## config.mk

```make
export PLATFORM = sky130hd
export DESIGN_NAME = load_store_unit_flat
export DESIGN_NICKNAME = d
export VERILOG_FILES = /design/src/rtl/load_store_unit_if.sv /design/src/rtl/load_store_unit.sv /design/src/flat_wrapper.sv
export SDC_FILE = /design/constraint.sdc
export NUM_CORES = 1
export LEC_CHECK = 0
export CAP_MARGIN = 20
export CORE_MARGIN = 5
export CORE_UTILIZATION = 60
export DETAILED_ROUTE_END_ITERATION = 6
export DONT_BUFFER_PORTS = 1
export HOLD_SLACK_MARGIN = 0.03
export PLACE_DENSITY = 0.76
export SLEW_MARGIN = 20
export SYNTH_ARGS = -nofsm -noshare
export SYNTH_HDL_FRONTEND = slang
export SYNTH_SLANG_ARGS = --single-unit
```

## constraint.sdc

```tcl
create_clock -name clk -period 2.22 [get_ports clk]
set_input_delay 0.444 -clock clk [delete_from_list [all_inputs] [get_ports clk]]
set_output_delay 0.444 -clock clk [all_outputs]
set_load 0.01 [all_outputs]
```

## src/rtl/load_store_unit_if.sv

```systemverilog
// Core-side request/response and data-memory bus bundle for the load/store unit.
// The LSU connects through the slave modport; the core/memory side uses master.
interface load_store_unit_if #(
   parameter int DATA_WIDTH = 32,
   parameter int ADDR_WIDTH = 32
);
   logic                    i_req_valid;
   logic                    i_req_write;
   logic [2:0]              i_funct3;
   logic [ADDR_WIDTH-1:0]   i_addr;
   logic [DATA_WIDTH-1:0]   i_wdata;
   logic                    o_req_ready;
   logic                    o_stall;
   logic                    o_rsp_valid;
   logic                    o_rsp_err;
   logic [DATA_WIDTH-1:0]   o_rdata;
   logic                    o_mem_req;
   logic                    o_mem_we;
   logic [DATA_WIDTH/8-1:0] o_mem_be;
   logic [ADDR_WIDTH-1:0]   o_mem_addr;
   logic [DATA_WIDTH-1:0]   o_mem_wdata;
   logic                    i_mem_ack;
   logic [DATA_WIDTH-1:0]   i_mem_rdata;

   modport slave (
      input  i_req_valid, i_req_write, i_funct3, i_addr, i_wdata, i_mem_ack, i_mem_rdata,
      output o_req_ready, o_stall, o_rsp_valid, o_rsp_err, o_rdata,
             o_mem_req, o_mem_we, o_mem_be, o_mem_addr, o_mem_wdata
   );

   modport master (
      output i_req_valid, i_req_write, i_funct3, i_addr, i_wdata, i_mem_ack, i_mem_rdata,
      input  o_req_ready, o_stall, o_rsp_valid, o_rsp_err, o_rdata,
             o_mem_req, o_mem_we, o_mem_be, o_mem_addr, o_mem_wdata
   );
endinterface

```

## src/rtl/load_store_unit.sv

```systemverilog
// Memory-stage load/store unit: sub-word lane steering, sign/zero extension,
// request hold until ack, pipeline stall, misalignment and timeout errors.
//
//   state  | meaning
//   IDLE   | ready for a new access
//   BUSY   | memory request outstanding, waiting for ack or timeout
//   RESP   | one-cycle response pulse
module load_store_unit #(
   parameter int DATA_WIDTH = 32,
   parameter int ADDR_WIDTH = 32,
   parameter int TIMEOUT    = 15
) (
   input logic              clk,
   input logic              rst,
   load_store_unit_if.slave bus
);
   localparam int NB   = DATA_WIDTH / 8;
   localparam int OFFW = $clog2(NB);

   typedef enum logic [1:0] {S_IDLE, S_BUSY, S_RESP} state_t;

   state_t                state_q, state_d;
   logic [3:0]            cnt_q, cnt_d;
   logic [2:0]            funct3_q, funct3_d;
   logic [OFFW-1:0]       off_q, off_d;
   logic                  mem_req_q, mem_req_d;
   logic                  mem_we_q, mem_we_d;
   logic [NB-1:0]         mem_be_q, mem_be_d;
   logic [ADDR_WIDTH-1:0] mem_addr_q, mem_addr_d;
   logic [DATA_WIDTH-1:0] mem_wdata_q, mem_wdata_d;
   logic                  rsp_valid_q, rsp_valid_d;
   logic                  rsp_err_q, rsp_err_d;
   logic [DATA_WIDTH-1:0] rdata_q, rdata_d;

   logic                  misaligned;
   logic [7:0]            be_base;
   logic [15:0]           be_wide;
   logic [OFFW-1:0]       req_off;
   logic [DATA_WIDTH-1:0] wdata_rep;
   logic [DATA_WIDTH-1:0] lane;
   logic [DATA_WIDTH-1:0] load_ext;
   logic                  sign;
   logic [3:0]            cnt_inc;

   assign req_off = bus.i_addr[OFFW-1:0];
   assign cnt_inc = cnt_q + 4'd1;

   // Illegal encodings (111, and 011 on a 32-bit bus) are reported like misalignment.
   always_comb begin
      misaligned = 1'b0;
      case (bus.i_funct3)
         3'b001, 3'b101: misaligned = bus.i_addr[0];
         3'b010, 3'b110: misaligned = |bus.i_addr[1:0];
         3'b011:         misaligned = (DATA_WIDTH != 64) || (|bus.i_addr[2:0]);
         3'b111:         misaligned = 1'b1;
         default:        misaligned = 1'b0;
      endcase
   end

   always_comb begin
      be_base   = 8'hFF;
      wdata_rep = bus.i_wdata;
      case (bus.i_funct3[1:0])
         2'b00: begin
            be_base   = 8'h01;
            wdata_rep = {NB{bus.i_wdata[7:0]}};
         end
         2'b01: begin
            be_base   = 8'h03;
            wdata_rep = {(NB/2){bus.i_wdata[15:0]}};
         end
         2'b10: begin
            be_base   = 8'h0F;
            wdata_rep = {(NB/4){bus.i_wdata[31:0]}};
         end
         default: begin
            be_base   = 8'hFF;
            wdata_rep = bus.i_wdata;
         end
      endcase
      be_wide = {8'h00, be_base} << req_off;
   end

   always_comb begin
      lane     = bus.i_mem_rdata >> {off_q, 3'b000};
      sign     = ~funct3_q[2];
      load_ext = lane;
      case (funct3_q[1:0])
         2'b00: for (int i = 8; i < DATA_WIDTH; i++) load_ext[i] = sign & lane[7];
         2'b01: for (int i = 16; i < DATA_WIDTH; i++) load_ext[i] = sign & lane[15];
         2'b10: for (int i = 32; i < DATA_WIDTH; i++) load_ext[i] = sign & lane[31];
         default: load_ext = lane;
      endcase
   end

   always_comb begin
      state_d     = state_q;
      cnt_d       = cnt_q;
      funct3_d    = funct3_q;
      off_d       = off_q;
      mem_req_d   = mem_req_q;
      mem_we_d    = mem_we_q;
      mem_be_d    = mem_be_q;
      mem_addr_d  = mem_addr_q;
      mem_wdata_d = mem_wdata_q;
      rsp_valid_d = 1'b0;
      rsp_err_d   = 1'b0;
      rdata_d     = '0;
      case (state_q)
         S_IDLE: begin
            if (bus.i_req_valid) begin
               if (misaligned) begin
                  state_d     = S_RESP;
                  rsp_valid_d = 1'b1;
                  rsp_err_d   = 1'b1;
               end else begin
                  state_d     = S_BUSY;
                  cnt_d       = 4'd0;
                  funct3_d    = bus.i_funct3;
                  off_d       = req_off;
                  mem_req_d   = 1'b1;
                  mem_we_d    = bus.i_req_write;
                  mem_be_d    = be_wide[NB-1:0];
                  mem_addr_d  = {bus.i_addr[ADDR_WIDTH-1:OFFW], {OFFW{1'b0}}};
                  mem_wdata_d = wdata_rep;
               end
            end
         end
         S_BUSY: begin
            // Ack takes priority over the timeout expiring in the same cycle.
            if (bus.i_mem_ack) begin
               state_d     = S_RESP;
               mem_req_d   = 1'b0;
               rsp_valid_d = 1'b1;
               rdata_d     = mem_we_q ? '0 : load_ext;
            end else begin
               cnt_d = cnt_inc;
               if (cnt_inc == 4'(TIMEOUT)) begin
                  state_d     = S_RESP;
                  mem_req_d   = 1'b0;
                  rsp_valid_d = 1'b1;
                  rsp_err_d   = 1'b1;
               end
            end
         end
         S_RESP: begin
            state_d = S_IDLE;
            cnt_d   = 4'd0;
         end
         default: begin
            state_d   = S_IDLE;
            mem_req_d = 1'b0;
         end
      endcase
   end

   always_ff @(posedge clk or negedge rst) begin
      if (!rst) begin
         state_q     <= S_IDLE;
         cnt_q       <= 4'd0;
         funct3_q    <= 3'd0;
         off_q       <= '0;
         mem_req_q   <= 1'b0;
         mem_we_q    <= 1'b0;
         mem_be_q    <= '0;
         mem_addr_q  <= '0;
         mem_wdata_q <= '0;
         rsp_valid_q <= 1'b0;
         rsp_err_q   <= 1'b0;
         rdata_q     <= '0;
      end else begin
         state_q     <= state_d;
         cnt_q       <= cnt_d;
         funct3_q    <= funct3_d;
         off_q       <= off_d;
         mem_req_q   <= mem_req_d;
         mem_we_q    <= mem_we_d;
         mem_be_q    <= mem_be_d;
         mem_addr_q  <= mem_addr_d;
         mem_wdata_q <= mem_wdata_d;
         rsp_valid_q <= rsp_valid_d;
         rsp_err_q   <= rsp_err_d;
         rdata_q     <= rdata_d;
      end
   end

   assign bus.o_req_ready = (state_q == S_IDLE);
   assign bus.o_stall     = (bus.i_req_valid & (state_q != S_IDLE)) | (state_q == S_BUSY);
   assign bus.o_rsp_valid = rsp_valid_q;
   assign bus.o_rsp_err   = rsp_err_q;
   assign bus.o_rdata     = rdata_q;
   assign bus.o_mem_req   = mem_req_q;
   assign bus.o_mem_we    = mem_we_q;
   assign bus.o_mem_be    = mem_be_q;
   assign bus.o_mem_addr  = mem_addr_q;
   assign bus.o_mem_wdata = mem_wdata_q;
endmodule

```

## src/flat_wrapper.sv

```systemverilog
// flat-port wrapper written by rule: the top's interface ports become plain ports
module load_store_unit_flat 
#(
   parameter int DATA_WIDTH = 32,
   parameter int ADDR_WIDTH = 32,
   parameter int TIMEOUT    = 15
)
  (clk, rst, bus_i_req_valid, bus_i_req_write, bus_i_funct3, bus_i_addr, bus_i_wdata, bus_i_mem_ack, bus_i_mem_rdata, bus_o_req_ready, bus_o_stall, bus_o_rsp_valid, bus_o_rsp_err, bus_o_rdata, bus_o_mem_req, bus_o_mem_we, bus_o_mem_be, bus_o_mem_addr, bus_o_mem_wdata);
  load_store_unit_if #(.DATA_WIDTH(DATA_WIDTH), .ADDR_WIDTH(ADDR_WIDTH)) bus_i ();
  input logic clk;
  input logic rst;
  input wire logic [$bits(bus_i.i_req_valid)-1:0] bus_i_req_valid;
  input wire logic [$bits(bus_i.i_req_write)-1:0] bus_i_req_write;
  input wire logic [$bits(bus_i.i_funct3)-1:0] bus_i_funct3;
  input wire logic [$bits(bus_i.i_addr)-1:0] bus_i_addr;
  input wire logic [$bits(bus_i.i_wdata)-1:0] bus_i_wdata;
  input wire logic [$bits(bus_i.i_mem_ack)-1:0] bus_i_mem_ack;
  input wire logic [$bits(bus_i.i_mem_rdata)-1:0] bus_i_mem_rdata;
  output wire logic [$bits(bus_i.o_req_ready)-1:0] bus_o_req_ready;
  output wire logic [$bits(bus_i.o_stall)-1:0] bus_o_stall;
  output wire logic [$bits(bus_i.o_rsp_valid)-1:0] bus_o_rsp_valid;
  output wire logic [$bits(bus_i.o_rsp_err)-1:0] bus_o_rsp_err;
  output wire logic [$bits(bus_i.o_rdata)-1:0] bus_o_rdata;
  output wire logic [$bits(bus_i.o_mem_req)-1:0] bus_o_mem_req;
  output wire logic [$bits(bus_i.o_mem_we)-1:0] bus_o_mem_we;
  output wire logic [$bits(bus_i.o_mem_be)-1:0] bus_o_mem_be;
  output wire logic [$bits(bus_i.o_mem_addr)-1:0] bus_o_mem_addr;
  output wire logic [$bits(bus_i.o_mem_wdata)-1:0] bus_o_mem_wdata;
  assign bus_i.i_req_valid = bus_i_req_valid;
  assign bus_i.i_req_write = bus_i_req_write;
  assign bus_i.i_funct3 = bus_i_funct3;
  assign bus_i.i_addr = bus_i_addr;
  assign bus_i.i_wdata = bus_i_wdata;
  assign bus_i.i_mem_ack = bus_i_mem_ack;
  assign bus_i.i_mem_rdata = bus_i_mem_rdata;
  assign bus_o_req_ready = bus_i.o_req_ready;
  assign bus_o_stall = bus_i.o_stall;
  assign bus_o_rsp_valid = bus_i.o_rsp_valid;
  assign bus_o_rsp_err = bus_i.o_rsp_err;
  assign bus_o_rdata = bus_i.o_rdata;
  assign bus_o_mem_req = bus_i.o_mem_req;
  assign bus_o_mem_we = bus_i.o_mem_we;
  assign bus_o_mem_be = bus_i.o_mem_be;
  assign bus_o_mem_addr = bus_i.o_mem_addr;
  assign bus_o_mem_wdata = bus_i.o_mem_wdata;
  load_store_unit #(.DATA_WIDTH(DATA_WIDTH), .ADDR_WIDTH(ADDR_WIDTH), .TIMEOUT(TIMEOUT)) u_core (.clk(clk), .rst(rst), .bus(bus_i));
endmodule
```

==> results.py, run 1 <==
metrics = {
    "timing": {
        "tightestPinTransition_ns": 0.637,
        "fin_skew_ns": 0.0101,
        "rsz0062_at_grt": "no",
        "finalCritPeriodShare": 0.890,
        "slew_headroom": 0.574,
        "finalMaxSlewViolations": 0,
        "fmax_mhz": 506,
        "fin_crit_ns": 1.98,
        "hold_viol_final": 113,
        "holdWs_ns": -0.362,
        "tns_ns": 0,
        "setup_viol": 0,
    },
    "critical_path": {
        "end_kind": "flip-flop",
        "reg2regPathDepth": 6,
        "path_class": "reg2reg",
        "critPathLaunchType": "flip-flop",
        "critPathSlowestCell": "or4b_1",
        "max_stage_delay_ns": 0.51,
        "worstPathMaxFanout": 8,
        "crit_arrival_ns": 2.41,
        "cp.required_ns": 2.65,
        "path_cells": "inv_1 -> ha_1 -> o211ai_1 -> a21boi_4 -> or4b_1 -> nand3_1",
    },
    "clocking": {
        "cts.hold.buffers_added": 2,
        "cts_htree_levels": 4,
        "cts_tree": "done",
        "cts_sinks": 113,
        "clkLatencyLatePin_ns": 0.50,
        "clk_path_buf_depth": 2,
        "cts_root_buf": "clkbuf_8",
        "clkTransAtPathRegs_ns": 0.06,
        "postCtsSetupRepairBufs": 0,
        "cts_inserted_buffers": 17,
    },
    "final_layout": {
        "drive_above_1_share": 0.198,
        "layoutNonFillerInstCount": 559,
        "fin_nets": 550,
        "areaGrowthSynthToFinish_pct": 12.8,
        "fin_util": 0.700,
        "diodes": 0,
    },
    "logic_synthesis": {
        "synth-main-ff-cell": "dfrtp_1",
        "synth.distinct_cells": 41,
        "synth_area_leaders": "dfrtp_1 (55%), mux2_2 (10%), mux2i_1 (8.0%)",
        "syn_area_um2": 5120,
        "yosysTopAreaCell": "dfrtp_1",
        "syn_area_per_cell_um2": 11.6,
        "synth-compound-area-share": 0.127,
        "synth-edff-count": 0,
        "synth-xor-area-share": 0,
        "synth-simple-area-share": 0.0916,
        "synth_top_family_by_area": "multiplexers",
        "synthTopCellsByCount": "dfrtp_1 (113), mux2_2 (46), mux2i_1 (41), o21ai_0 (39), nand2_1 (36)",
        "yosysTopAreaCellShare": 0.552,
        "synth-seq-cells": 113,
        "synthAdderAreaFrac": 0.0122,
        "yosys_warnings": 0,
        "synth.mux.area_fraction": 0.181,
        "yosysMostFrequentCell": "dfrtp_1",
        "synthArstFlopShare": 1.00,
        "synth_cells": 443,
        "synth-seq-area-share": 0.552,
    },
    "detailed_routing": {
        "viasPerCell": 6.04,
        "post-route-drc-count": 0,
        "ant_nets": 0,
        "wl_um": 12100,
        "drtPass1Iterations": 4,
        "drt_first_iter_violations": 125,
        "vias": 3378,
        "wl_per_cell_um": 21.6,
    },
    "global_route": {
        "grt_max_degree": 114,
        "antenna_found_initial": 0,
        "grt.total_usage": 0.236,
        "grt_pass1_vias": 3635,
        "gr-total-overflow": 0,
        "grt_pass1_wl_um": 18900,
    },
    "floorplan": {
        "die_x_um": 102,
        "coreArea_um2": 8260,
        "die_h_um": 102,
        "initial_core_util": 0.620,
        "ioPinCount": 210,
        "dieArea_um2": 10500,
        "rows": 33,
    },
    "place": {
        "dpl.hpwl_um": 8600,
        "portBuffers": 0,
        "globalplace.congestion": 0.828,
        "dp_cells": 525,
    },
    "outcome": {
        "violations": "negative hold slack",
        "status": "finished with violations",
    },
    "power": {
        "ir_drop_v": 0.000811,
        "leakage_nw": 2.72,
        "powerDensity_nw_per_um2": 1400,
    },
    "flow_run": {
        "drv_cap": 0,
    },
    "hold_path": {
        "worstHoldPathType": "in2async",
    },
}
kinds of logic (layout without fill, tap and decap cells):
logic type / count (synthesis) / in the layout
flops: 113 / 113
compound gates: 108 / 108
simple gates: 94 / 94
mux: 87 / 87
buf+inv: 35 / 45
fa+ha+maj: 5 / 5
other cells: 1 / 2
power breakdown:
| part | internal, mW | switching, mW | leakage [nW] |
|---|---|---|---|
| Sequential | 2.79 | 0.891 | 1.44 |
| Clock | 1.77 | 0.938 | 0.287 |
| Combinational | 0.808 | 0.886 | 0.995 |
layer usage:
metal | global-route usage | part of all wire
met1 | 0.269 | 0.36
met2 | 0.397 | 0.52
met3 | 0.104 | 0.097
met4 | 0.0787 | 0.018
met5 | 0 | 0
layout by cell type (no fill, tap or decap), types with 4 or more instances in the layout:
cell type / count
a21o_1: 8
ha_1: 5
dfrtp_1: 113
nor2b_1: 10
o31ai_1: 4
buf_4: 5
a21oi_1: 28
nand2b_1: 4
inv_1: 5
nor2_1: 25
a211oi_1: 14
clkbuf_16: 16
mux2i_1: 41
o21ai_0: 39
nand3_1: 5
mux2_2: 46
nand2_1: 36
o21ai_1: 4
worst paths after layout:
check	start	to	slack [ns]
setup / recovery	u_core.state_q[0]	u_core.cnt_q[2]	0.24
hold / removal	rst	u_core.bus.o_rdata[17]	-0.36
setup reg to reg	u_core.state_q[0]	u_core.cnt_q[2]	0.24
hold reg to reg	u_core.state_q[0]	u_core.state_q[0]	0.55
max in group asynchronous	rst	u_core.bus.o_mem_addr[8]	2.39
min in group clk	bus_i_addr[1]	u_core.bus.o_mem_be[1]	0.05
flip-flops by register name (all words and copies together), names as in the netlist:
register / count
u_core.bus.o_mem_wdata: 32
u_core.bus.o_rdata: 32
u_core.bus.o_mem_addr: 30
u_core.bus.o_mem_be: 4
u_core.cnt_q: 4
u_core.funct3_q: 3
u_core.off_q: 2
u_core.state_q: 2
u_core.bus.o_mem_req: 1
u_core.bus.o_mem_we: 1
u_core.bus.o_rsp_err: 1
u_core.bus.o_rsp_valid: 1
area by class of cell:
type	count	area [um2]
well taps	105	131
repair buffers	8	77.6
multi-input cells	296	2120
inverters	5	18.8
flip-flops and latches	113	2830
fillers	601	2480
clock buffers	20	445
clock inverters	12	158
metrics by stage:
| stage | total power, mW | setup WS [ns] | area, um2 | hold slack, ns |
|---|---|---|---|---|
| finish | 8.09 | 0.244 | 5780 | -0.362 |
| detailed placement | 5.42 | 0.257 | 5150 | 0.151 |
| global route | 8.55 | 0.0874 | 5780 | -0.394 |
| global placement | 5.31 | 0.322 | 5150 | 0.151 |
| floorplan | 4.97 | 0.458 | 5130 | 0.148 |
| CTS | 8.14 | 0.229 | 5780 | -0.379 |
timing repair:
action | in CTS | in global routing
hold endpoints to repair | 114 | 113
resized for setup | 0 | 0
endpoints found under the setup margin | 0 | 0
critical path: cells and delay by family (launching register included):
family	cells	cell delay, ns
simple gates	2	0.61
compound gates	2	0.47
flops	1	0.40
fa+ha+maj	1	0.32
buf+inv	1	0.11
Note: power is estimated with default switching activity, not from simulation.
==> run 2, diff against run 1 <==
--- a/config.mk
+++ b/config.mk
@@ -7,11 +7,10 @@
 export LEC_CHECK = 0
 export CAP_MARGIN = 20
 export CORE_MARGIN = 5
-export CORE_UTILIZATION = 60
+export CORE_UTILIZATION = 30
 export DETAILED_ROUTE_END_ITERATION = 6
 export DONT_BUFFER_PORTS = 1
 export HOLD_SLACK_MARGIN = 0.03
-export PLACE_DENSITY = 0.76
 export SLEW_MARGIN = 20
 export SYNTH_ARGS = -nofsm -noshare
 export SYNTH_HDL_FRONTEND = slang
==> run 2 against run 1 <==
- the run still ends with negative hold slack left
- power increased by 1.1%
- first-iteration DRC count increased by 16%
- sequential share of layout area decreased by 1.1 points
- core utilization decreased by 34 points
- setup slack got worse by 0.049 ns
- critical path type unchanged
==> results.py, run 2 (synthesis results as in run 1) <==
metrics = {
    "timing": {
        "tns_ns": 0,
        "setup_viol": 0,
        "holdWs_ns": -0.262,
        "finalCritPeriodShare": 0.912,
        "fin_skew_ns": 0.00420,
        "tightestPinTransition_ns": 0.587,
        "slew_headroom": 0.608,
        "rsz0062_at_grt": "no",
        "hold_viol_final": 113,
        "fmax_mhz": 494,
        "finalMaxSlewViolations": 0,
        "fin_crit_ns": 2.03,
    },
    "critical_path": {
        "r2r_start": "u_core.cnt_q[0]",
        "max_stage_delay_ns": 0.46,
        "regToRegSetupSlack_ns": 0.19,
        "critPathSlowestCell": "dfrtp_1",
        "path_cells": "ha_1 -> nor2b_1 -> a21oi_1 -> o21ai_0 -> o21ai_0 -> a22o_1",
        "critPathLaunchType": "flip-flop",
        "cp_top_family": "compound AO/OA/AOI/OAI gates",
        "crit_buf_inv": 0,
        "path_class": "reg2reg",
        "worstReg2RegEnd": "u_core.state_q[0]",
        "cpMostUsedCell": "o21ai_0",
        "crit_arrival_ns": 2.31,
        "cp.required_ns": 2.51,
        "reg2regPathDepth": 6,
        "worstPathMaxFanout": 9,
        "end_kind": "flip-flop",
    },
    "clocking": {
        "postCtsSetupRepairBufs": 0,
        "cts_inserted_buffers": 17,
        "clk_path_buf_depth": 2,
        "clkLatencyLatePin_ns": 0.40,
        "cts_tree": "done",
        "cts_htree_levels": 4,
        "clkTransAtPathRegs_ns": 0.05,
        "cts_root_buf": "clkbuf_16",
        "post_cts_resize_count": 0,
        "cts_sinks": 113,
    },
    "floorplan": {
        "dieArea_um2": 19800,
        "coreArea_um2": 16600,
        "rows": 47,
        "die_x_um": 141,
        "die_h_um": 141,
        "ioPinCount": 210,
        "initial_core_util": 0.308,
    },
    "global_route": {
        "grt_pass1_vias": 3577,
        "grt.total_usage": 0.135,
        "grt_pass1_wl_um": 20800,
        "antenna_found_initial": 1,
        "gr-total-overflow": 0,
        "grt_max_degree": 114,
    },
    "final_layout": {
        "areaGrowthSynthToFinish_pct": 15.3,
        "fin_util": 0.355,
        "drive_above_1_share": 0.200,
        "diodes": 0,
        "layout_commonest_cell": "dfrtp_1",
        "layout_common_cells": "dfrtp_1 (113), mux2_2 (46), mux2i_1 (41)",
        "fin_nets": 547,
        "layoutNonFillerInstCount": 671,
        "fill_cells": 1662,
    },
    "outcome": {
        "violations": "negative hold slack",
        "status": "finished with violations",
    },
    "detailed_routing": {
        "viasPerCell": 5.06,
        "post-route-drc-count": 0,
        "drtPass1Iterations": 4,
        "wl_per_cell_um": 19.8,
        "drt_first_iter_violations": 145,
        "wl_um": 13300,
        "vias": 3395,
        "ant_nets": 0,
    },
    "place": {
        "dp_cells": 639,
        "dpl.hpwl_um": 9760,
        "portBuffers": 0,
        "globalplace.congestion": 0.825,
    },
    "power": {
        "leakage_nw": 2.71,
        "powerDensity_nw_per_um2": 1380,
        "ir_drop_v": 0.000521,
    },
    "hold_path": {
        "worstHoldPathType": "in2async",
    },
    "flow_run": {
        "drv_cap": 0,
    },
}
run 2: metal layers:
metal	routed length [um]	vias up	global-route usage
li1	-	1552	-
met2	6310	187	0.212
met1	4930	1629	0.148
met5	12	-	0
met4	252	2	0.0439
met3	1800	25	0.0877
run 2: area by class of cell:
type | instances | area, um2 | share of cell area
repair buffers | 5 | 50.0 | 0.00847
clock buffers | 17 | 425 | 0.0720
clock inverters | 15 | 193 | 0.0326
multi-input cells | 296 | 2120 | 0.359
well taps | 220 | 275 | 0.0466
inverters | 5 | 18.8 | 0.00318
flip-flops and latches | 113 | 2830 | 0.479
run 2: power breakdown:
part           internal [mW]  switching (mW)
sequential              2.79           0.918
clock                   1.87           0.963
combinational          0.802           0.836
run 2: worst max-delay path by stage:
| stage | startpoint | end | slack, ns | depth (start not counted) |
|---|---|---|---|---|
| after floorplan | u_core.state_q[1] | u_core.bus.o_rdata[24] | 0.46 | 8 |
| after global placement | u_core.state_q[1] | u_core.bus.o_rdata[17] | 0.30 | 6 |
| after detailed placement | u_core.state_q[1] | u_core.bus.o_rdata[17] | 0.21 | 6 |
| after CTS | u_core.state_q[1] | u_core.bus.o_rdata[17] | 0.20 | 6 |
| after global routing | u_core.cnt_q[0] | u_core.state_q[0] | 0.0006 | 6 |
| final | u_core.cnt_q[0] | u_core.state_q[0] | 0.19 | 6 |
run 2: stage by stage:
step | power [mW] | worst slack, ns | cell area, um2 | hold slack, ns
floorplan | 4.97 | 0.458 | 5130 | 0.148
global placement | 5.32 | 0.305 | 5290 | 0.152
detailed placement | 5.41 | 0.212 | 5290 | 0.151
CTS | 8.29 | 0.195 | 5910 | -0.291
global route | 8.69 | 0.000632 | 5910 | -0.298
finish | 8.18 | 0.195 | 5910 | -0.262
==> run 3, diff against run 2 <==
--- a/config.mk
+++ b/config.mk
@@ -7,10 +7,11 @@
 export LEC_CHECK = 0
 export CAP_MARGIN = 20
 export CORE_MARGIN = 5
-export CORE_UTILIZATION = 30
+export CORE_UTILIZATION = 58
 export DETAILED_ROUTE_END_ITERATION = 6
 export DONT_BUFFER_PORTS = 1
 export HOLD_SLACK_MARGIN = 0.03
+export PLACE_DENSITY = 0.74
 export SLEW_MARGIN = 20
 export SYNTH_ARGS = -nofsm -noshare
 export SYNTH_HDL_FRONTEND = slang
==> run 3 against run 2 <==
- the run still ends with negative hold slack left
- first-iteration DRC count is 16% lower
- critical endpoint is now u_core.cnt_q[2]
- non-clock buffer count is 5 higher
- sequential power hardly changed
- critical path type unchanged
==> results.py, run 3 (synthesis results as in run 1) <==
metrics = {
    "detailed_routing": {
        "drtPass1Iterations": 4,
        "vias": 3322,
        "ant_nets": 0,
        "wl_um": 11700,
        "viasPerCell": 5.88,
        "post-route-drc-count": 0,
        "drt_first_iter_violations": 122,
        "wl_per_cell_um": 20.7,
    },
    "global_route": {
        "grt_max_degree": 114,
        "grt_pass1_wl_um": 19000,
        "antenna_found_initial": 1,
        "grt_pass1_vias": 3481,
        "gr-total-overflow": 0,
        "grt.total_usage": 0.219,
    },
    "final_layout": {
        "layout_common_cells": "dfrtp_1 (113), mux2_2 (46), mux2i_1 (41)",
        "fill_cells": 685,
        "fin_nets": 552,
        "areaGrowthSynthToFinish_pct": 13.0,
        "drive_above_1_share": 0.200,
        "layout_commonest_cell": "dfrtp_1",
    },
    "critical_path": {
        "crit_arrival_ns": 2.44,
        "cp.required_ns": 2.65,
        "startpoint": "u_core.state_q[1]",
        "end_kind": "flip-flop",
        "path_class": "reg2reg",
        "worstPathMaxFanout": 8,
        "critPathLaunchType": "flip-flop",
        "regToRegSetupSlack_ns": 0.22,
        "r2r_start": "u_core.state_q[1]",
    },
    "timing": {
        "setup_viol": 0,
        "tightestPinTransition_ns": 0.576,
        "finalMaxSlewViolations": 0,
        "hold_viol_final": 113,
        "fin_crit_ns": 2.00,
        "holdWs_ns": -0.359,
        "fmax_mhz": 499,
        "finalCritPeriodShare": 0.903,
        "slew_headroom": 0.615,
        "tns_ns": 0,
        "rsz0062_at_grt": "no",
        "fin_skew_ns": 0.00605,
    },
    "outcome": {
        "violations": "negative hold slack",
        "status": "finished with violations",
    },
    "clocking": {
        "cts.hold.buffers_added": 2,
        "cts_inserted_buffers": 17,
        "cts_tree": "done",
        "clk_path_buf_depth": 2,
        "clkTransAtPathRegs_ns": 0.06,
        "postCtsSetupRepairBufs": 0,
        "clkLatencyLatePin_ns": 0.49,
        "cts_htree_levels": 4,
        "cts_sinks": 113,
        "cts_root_buf": "clkbuf_8",
    },
    "power": {
        "powerDensity_nw_per_um2": 1390,
        "ir_drop_v": 0.000738,
        "leakage_nw": 2.73,
    },
    "hold_path": {
        "worstHoldPathType": "in2async",
    },
    "floorplan": {
        "initial_core_util": 0.590,
        "die_h_um": 104,
        "coreArea_um2": 8680,
        "rows": 34,
        "dieArea_um2": 10800,
        "die_x_um": 104,
        "ioPinCount": 210,
    },
    "place": {
        "portBuffers": 0,
        "dpl.hpwl_um": 8450,
        "globalplace.congestion": 0.824,
    },
    "flow_run": {
        "drv_cap": 0,
    },
}
[run 3: final cells by class]
class                   count  area, um2  area share
clock inverters            10        133      0.0229
repair buffers             10       92.6      0.0160
multi-input cells         296       2120       0.366
flip-flops and latches    113       2830       0.488
diodes                      1       2.50    0.000432
inverters                   5       18.8     0.00324
clock buffers              22        463      0.0799
well taps                 108        135      0.0233
[run 3: critical path: stages, from the launching register on]
cell and delay [ns]:
dfrtp_1 0.41, inv_1 0.11, ha_1 0.33, o211ai_1 0.25, a21boi_4 0.23, or4b_1 0.51, nand3_1 0.09
[run 3: worst paths after layout]
path / to / cells after the start
min in group clk: u_core.bus.o_rdata[25] / 1
max reg2reg: u_core.cnt_q[2] / 6
max: u_core.cnt_q[2] / 6
min reg2reg: u_core.state_q[0] / 1
max in group asynchronous: u_core.bus.o_mem_be[1] / 0
min: u_core.bus.o_rdata[0] / 0
[run 3: routing by layer]
metal | share of wire | wire length, um | GRT usage
met1 | 0.38 | 4490 | 0.256
met2 | 0.51 | 5980 | 0.360
met3 | 0.088 | 1040 | 0.0894
met4 | 0.017 | 203 | 0.0870
met5 | 0 | 0 | 0
[run 3: timing repair]
action / in CTS / in global routing
resized for setup: 0 / 0
endpoints found under the hold margin: 115 / 113
setup endpoints to repair: 0 / 0
[run 3: where the power goes]
part	internal [mW]	switching [mW]	total, mW
sequential	2.80	0.896	3.69
clock	1.79	0.889	2.68
combinational	0.831	0.868	1.70
total	5.41	2.65	8.07
[run 3: per-stage QoR]
stage / cell area [um2] / utilization / total power, mW / worst slack, ns / std cells
after floorplan: 5130 / - / 4.97 / 0.458 / 444
after global placement: 5170 / 0.596 / 5.33 / 0.335 / 530
after detailed placement: 5170 / 0.596 / 5.45 / 0.230 / 530
after CTS: 5790 / 0.667 / 8.15 / 0.222 / 564
after global routing: 5790 / 0.667 / 8.53 / 0.0798 / 565
final: 5790 / 0.667 / 8.07 / 0.216 / 565
